===== src/rtl/slot_allocator_pkg.sv =====
// Shared types and sizing for the slot allocator and for consumers of alloc_idx/free_idx.
package slot_pkg;
   localparam int SLOT_SIZE  = 3;
   localparam int SLOT_WIDTH = 1 << SLOT_SIZE;

   typedef logic [SLOT_SIZE-1:0]  slot_idx_t;
   typedef logic [SLOT_SIZE:0]    slot_cnt_t;
   typedef logic [SLOT_WIDTH-1:0] slot_map_t;

   function automatic slot_map_t onehot(input slot_idx_t idx);
      return slot_map_t'(1) << idx;
   endfunction
endpackage


===== src/rtl/slot_allocator_if.sv =====
// Allocation/release handshake between the slot allocator (slave) and its user (master).
interface slot_allocator_if;
   import slot_pkg::*;

   logic      alloc_valid;
   logic      alloc_ready;
   slot_idx_t alloc_idx;
   logic      alloc_fire;
   logic      free_en;
   slot_idx_t free_idx;

   modport slave (
      output alloc_valid, alloc_idx, alloc_fire,
      input  alloc_ready, free_en, free_idx
   );

   modport master (
      input  alloc_valid, alloc_idx, alloc_fire,
      output alloc_ready, free_en, free_idx
   );
endinterface


===== src/rtl/slot_allocator_lowest_zero_encoder.sv =====
// Find-first-zero over an occupancy map; found is low only when every bit is set.
module lowest_zero_encoder #(
   parameter int SIZE = 3
) (
   input  logic [(1<<SIZE)-1:0] i_map,
   output logic [SIZE-1:0]      o_idx,
   output logic                 o_found
);
   always_comb begin
      o_idx   = '0;
      o_found = 1'b0;
      // Scan downward so the last hit is the lowest-numbered zero.
      for (int i = (1 << SIZE) - 1; i >= 0; i--) begin
         if (!i_map[i]) begin
            o_idx   = SIZE'(i);
            o_found = 1'b1;
         end
      end
   end
endmodule


===== src/rtl/slot_allocator.sv =====
// Occupancy tracker handing out the lowest free slot and accepting releases by index.
module slot_allocator
   import slot_pkg::*;
(
   input  logic             i_clk,
   input  logic             i_rst,
   slot_allocator_if.slave  bus,
   output slot_map_t        o_busy,
   output slot_cnt_t        o_count,
   output logic             o_full,
   output logic             o_empty,
   output logic             o_err
);
   slot_map_t r_busy;
   slot_cnt_t r_count;
   logic      r_err;

   slot_idx_t w_low_idx;
   logic      w_found;
   logic      w_full;
   logic      w_empty;
   logic      w_fire;
   logic      w_free_legal;
   logic      w_free_illegal;
   slot_map_t w_set_mask;
   slot_map_t w_clr_mask;
   slot_map_t w_busy_n;

   lowest_zero_encoder #(.SIZE(SLOT_SIZE)) u_lzenc (
      .i_map   (r_busy),
      .o_idx   (w_low_idx),
      .o_found (w_found)
   );

   assign w_full  = (r_count == slot_cnt_t'(SLOT_WIDTH));
   assign w_empty = (r_count == '0);

   // Offer is gated by rst so nothing fires while reset is asserted.
   assign bus.alloc_valid = ~w_full & ~i_rst;
   assign bus.alloc_idx   = w_low_idx;
   assign w_fire          = bus.alloc_valid & bus.alloc_ready;
   assign bus.alloc_fire  = w_fire;

   assign w_free_legal   = bus.free_en & r_busy[bus.free_idx];
   assign w_free_illegal = bus.free_en & ~r_busy[bus.free_idx];

   assign w_set_mask = w_fire       ? onehot(w_low_idx)    : '0;
   assign w_clr_mask = w_free_legal ? onehot(bus.free_idx) : '0;
   assign w_busy_n   = (r_busy | w_set_mask) & ~w_clr_mask;

   always_ff @(posedge i_clk) begin
      if (i_rst) begin
         r_busy  <= '0;
         r_count <= '0;
         r_err   <= 1'b0;
      end else begin
         r_busy <= w_busy_n;
         unique case ({w_fire, w_free_legal})
            2'b10:   r_count <= r_count + 1'b1;
            2'b01:   r_count <= r_count - 1'b1;
            default: r_count <= r_count;
         endcase
         if (w_free_illegal) r_err <= 1'b1;
      end
   end

   assign o_busy  = r_busy;
   assign o_count = r_count;
   assign o_full  = w_full;
   assign o_empty = w_empty;
   assign o_err   = r_err;

   a_count_pop : assert property (@(posedge i_clk) disable iff (i_rst)
      r_count == slot_cnt_t'($countones(r_busy)));
   a_full_empty : assert property (@(posedge i_clk) disable iff (i_rst)
      !(w_full && w_empty));
   a_fire_free : assert property (@(posedge i_clk) disable iff (i_rst)
      w_fire |-> !r_busy[w_low_idx]);
   a_found_full : assert property (@(posedge i_clk) disable iff (i_rst)
      w_found == !w_full);
endmodule


===== src/flat_wrapper.sv =====
// flat-port wrapper written by rule: the top's interface ports become plain ports
module slot_allocator_flat import slot_pkg::*;
  (i_clk, i_rst, o_busy, o_count, o_full, o_empty, o_err, bus_alloc_valid, bus_alloc_idx, bus_alloc_fire, bus_alloc_ready, bus_free_en, bus_free_idx);
  slot_allocator_if bus_i ();
  input  logic i_clk;
  input  logic i_rst;
  output slot_map_t o_busy;
  output slot_cnt_t o_count;
  output logic o_full;
  output logic o_empty;
  output logic o_err;
  output wire logic [$bits(bus_i.alloc_valid)-1:0] bus_alloc_valid;
  output wire logic [$bits(bus_i.alloc_idx)-1:0] bus_alloc_idx;
  output wire logic [$bits(bus_i.alloc_fire)-1:0] bus_alloc_fire;
  input wire logic [$bits(bus_i.alloc_ready)-1:0] bus_alloc_ready;
  input wire logic [$bits(bus_i.free_en)-1:0] bus_free_en;
  input wire logic [$bits(bus_i.free_idx)-1:0] bus_free_idx;
  assign bus_alloc_valid = bus_i.alloc_valid;
  assign bus_alloc_idx = bus_i.alloc_idx;
  assign bus_alloc_fire = bus_i.alloc_fire;
  assign bus_i.alloc_ready = bus_alloc_ready;
  assign bus_i.free_en = bus_free_en;
  assign bus_i.free_idx = bus_free_idx;
  slot_allocator u_core (.i_clk(i_clk), .i_rst(i_rst), .bus(bus_i), .o_busy(o_busy), .o_count(o_count), .o_full(o_full), .o_empty(o_empty), .o_err(o_err));
endmodule

===== config.mk =====
export PLATFORM = sky130hd
export DESIGN_NAME = slot_allocator_flat
export DESIGN_NICKNAME = d
export VERILOG_FILES = /design/src/rtl/slot_allocator_pkg.sv /design/src/rtl/slot_allocator_if.sv /design/src/rtl/slot_allocator_lowest_zero_encoder.sv /design/src/rtl/slot_allocator.sv /design/src/flat_wrapper.sv
export SDC_FILE = /design/constraint.sdc
export NUM_CORES = 1
export LEC_CHECK = 0
export ABC_AREA = 1
export BUFFER_PORTS_ARGS = -buffer_cell sky130_fd_sc_hd__buf_2
export CAP_MARGIN = 20
export CORE_AREA = 2 2 52 54
export DETAILED_ROUTE_END_ITERATION = 8
export DIE_AREA = 0 0 54 56
export GPL_TIMING_DRIVEN = 0
export PLACE_DENSITY = 0.65
export SYNTH_ARGS = -nofsm -noshare
export SYNTH_HDL_FRONTEND = slang
export SYNTH_SLANG_ARGS = --single-unit

===== constraint.sdc =====
create_clock -name i_clk -period 2.3 [get_ports i_clk]
set_clock_uncertainty 0.2 [all_clocks]
set_input_delay 0.46 -clock i_clk [delete_from_list [all_inputs] [get_ports i_clk]]
set_output_delay 0.46 -clock i_clk [all_outputs]
set_load 0.02 [all_outputs]

==> impl_metrics.toml <==
[yosys]
ys.flop_type = "dfxtp_1"
seq_area_frac_synth_pct = 27.3
syn_area_per_cell_um2 = 6.23
ys_warn_count = 0
synth_cells = 153
synth_area_um2 = 953
syn_nets = 164
ys_types = 24
synth-seq-cells = 13
async_flop_share_pct = 0
synth_edf_count = 0

[detailed_routing]
drt_wl_total_mm = 2.38
ant_nets = 0
drt-pass1-iter-count = 4
wl_per_cell_um = 10.9
remaining_drc_errors = 0
drt_iter0_markers = 31
viasPerCell = 4.94
vias = 1077

[layout]
antenna_cells = 0
nFillCells = 252
final_area_um2 = 1220
multi_input_area_um2 = 601
drive_gt1_share_pct = 29.3
nets = 200
seq_area_um2 = 272
syn2layout_area_growth_pct = 27.8
utilization_pct = 50.1
instances_no_fill = 218

[setup_path]
worstSetupPathType = "in -> reg"
cp_data_required_time_ps = 2280
cp_data_arrival_time_ps = 2170
slowest_delay_ps = 380
rr_worst_depth = 12
path_cells = "buf_2, buf_6, o21ai_2, nand2_1, nand3_2, nand2_4, nor2_8, ha_4, inv_1, fa_1, xnor2_1, o21ai_1, inv_1"
end_kind = "flop"
timing.rr.start = "u_core.o_busy[0]$_SDFF_PP0_"
cpMostUsedCell = "inv_1"
path_max_fanout = 10
cp_slowest_cell = "fa_1"
reg2reg_slack_ps = 120
regToRegEndpoint = "u_core.o_count[2]$_SDFFE_PP0P_"
cp-startpoint = "bus_free_idx[0]"
start_kind = "input pin"

[timing]
post-route-period-util_pct = 95.1
setup_ws_ps = 113
relSlewSlack_pct = 85.6
finalCriticalPeriod_ps = 2190
hold-worst-slack_ps = 231
setup_viol = 0
hold_violations = 0
fmax_mhz = 457
maxSlewViolCount = 0
fin_setup_tns_ps = 0
tightest_slew_ps = 214

[floorplanning]
start_util_pct = 39.2
core-area_um2 = 2430
rows = 18
ios = 27
dieArea_um2 = 3020
die_x_um = 54
die_y_um = 56

[power_and_ir_drop]
power_density_nw_per_um2 = 467
power_mw = 0.569
vdd_drop_max_v = 0.000268
cellLeakagePower_nw = 0.643

[grt]
grt_pass1_wl_mm = 3.68
overflow = 0
track_usage_pct = 15.7
grt_max_degree = 11
grt_pass1_vias = 898
antenna_found_initial = 0

[clock_network]
cts_made_buffers = 3
cts.clk_slew.worst_paths_ps = 80
cts_max_level = 1
cts_tree = "yes"
clk_path_buf_depth = 2
cts_root_buf = "clkbuf_4"
clk_latency_ps = 280
cts_sinks = 13

[placed_design]
gp_congestion = 0.874
port_buffers = 25
dp_cells = 208
place_ws_ps = -310
dpl.hpwl_mm = 1.81
placed_area_um2 = 1120

[hold_path]
min_to = "u_core.o_busy[6]$_SDFF_PP0_"
min_path_cells = 2
hp-class = "in -> reg"
worstHoldStart = "i_rst"

[flow_run]
maxCapViolCount = 0

[status]
outcome = "complete, no violations"
-- worst max-delay path by stage --
stage	end	slack (ps)	depth (start not counted)
2_1_floorplan	u_core.o_count[2]$_SDFFE_PP0P_	20	12
3_3_place_gp	u_core.o_count[2]$_SDFFE_PP0P_	-290	13
3_5_place_dp	u_core.o_count[2]$_SDFFE_PP0P_	-310	13
4_1_cts	u_core.o_count[2]$_SDFFE_PP0P_	30	12
5_1_grt	u_core.o_count[3]$_SDFFE_PP0P_	-2	17
6_report	u_core.o_count[2]$_SDFFE_PP0P_	110	13
-- flip-flops by register name (all words and copies together), names as in the netlist --
name / flops
u_core.o_err: 1
u_core.o_busy: 8
u_core.o_count: 4
-- power by group --
| part | switching [mW] | total, mW | internal (mW) |
|---|---|---|---|
| registers | 0.0156 | 0.253 | 0.237 |
| logic | 0.105 | 0.171 | 0.0658 |
| clock network | 0.0777 | 0.145 | 0.0673 |
-- synth_stat cells, types with 2 or more instances --
master    n  area [um^2]
nand2_1  50          188
nand4_1   4         25.0
a21oi_1  10         50.1
o21ai_1   2         10.0
nor2_1   18         67.6
nor3_1    7         35.0
dfxtp_1  13          260
ha_1      3         37.5
nand3_2   2         20.0
nand3_1   2         10.0
xnor2_1   2         17.5
inv_1    24         90.1
o21ai_0   5         25.0
-- critical path: cells and delay by family --
family          cells  cell delay (ps)
compound gates      2              270
xor+xnor            1              140
buf+inv             4              340
simple gates        4              400
fa+ha+maj           2              550
-- area by class of cell --
cell class                 instances  area share, %
timing repair buffer              31           14.0
buffer                             2           1.54
inverter                          25           7.70
sequential                        13           22.3
tap                               30           3.08
clock buffer                       4           2.16
multi-input combinational        113           49.3
-- metal layers --
layer,GRT usage [%],wire length [um],up-vias
li1,-,-,550
met1,19.6,1060,479
met4,3.21,40,0
met2,26.8,1130,43
met5,0,0,-
met3,3.49,153,5
-- layout by cell type, fill, tap and decap left out --
master	instances
nor4_1	1
nand4_1	4
dfxtp_4	1
ha_1	2
a21oi_1	10
nor2_2	1
dfxtp_1	6
nor2_1	18
nor3_1	7
o21ai_0	3
o21ai_2	2
buf_6	1
nor2_8	1
nand3_4	1
buf_4	7
nand3b_1	1
fa_1	1
nand2_1	50
o21ai_1	2
ha_4	1
inv_1	23
inv_2	2
clkbuf_4	3
xnor2_1	2
buf_2	25
nand3_1	2
nand2_2	1
clkbuf_1	1
nand3_2	2
nand2_4	1
dfxtp_2	6
-- cell families after synthesis --
family                   Yosys count  share of synthesized area (%)
adder cells (fa/ha/maj)            4                           6.04
AO/OA/AOI/OAI                     17                           8.92
AND/OR/NAND/NOR                   90                           44.1
flip-flops                        13                           27.3
XOR/XNOR                           2                           1.84
buffers and inverters             27                           11.8
-- timing repair --
action	in CTS	in global routing
resized for setup	2	11
buffers inserted	0	6
setup endpoints to repair	2	2
hold buffers	0	0
pin swaps	0	1
(Power assumes the default switching activity.)
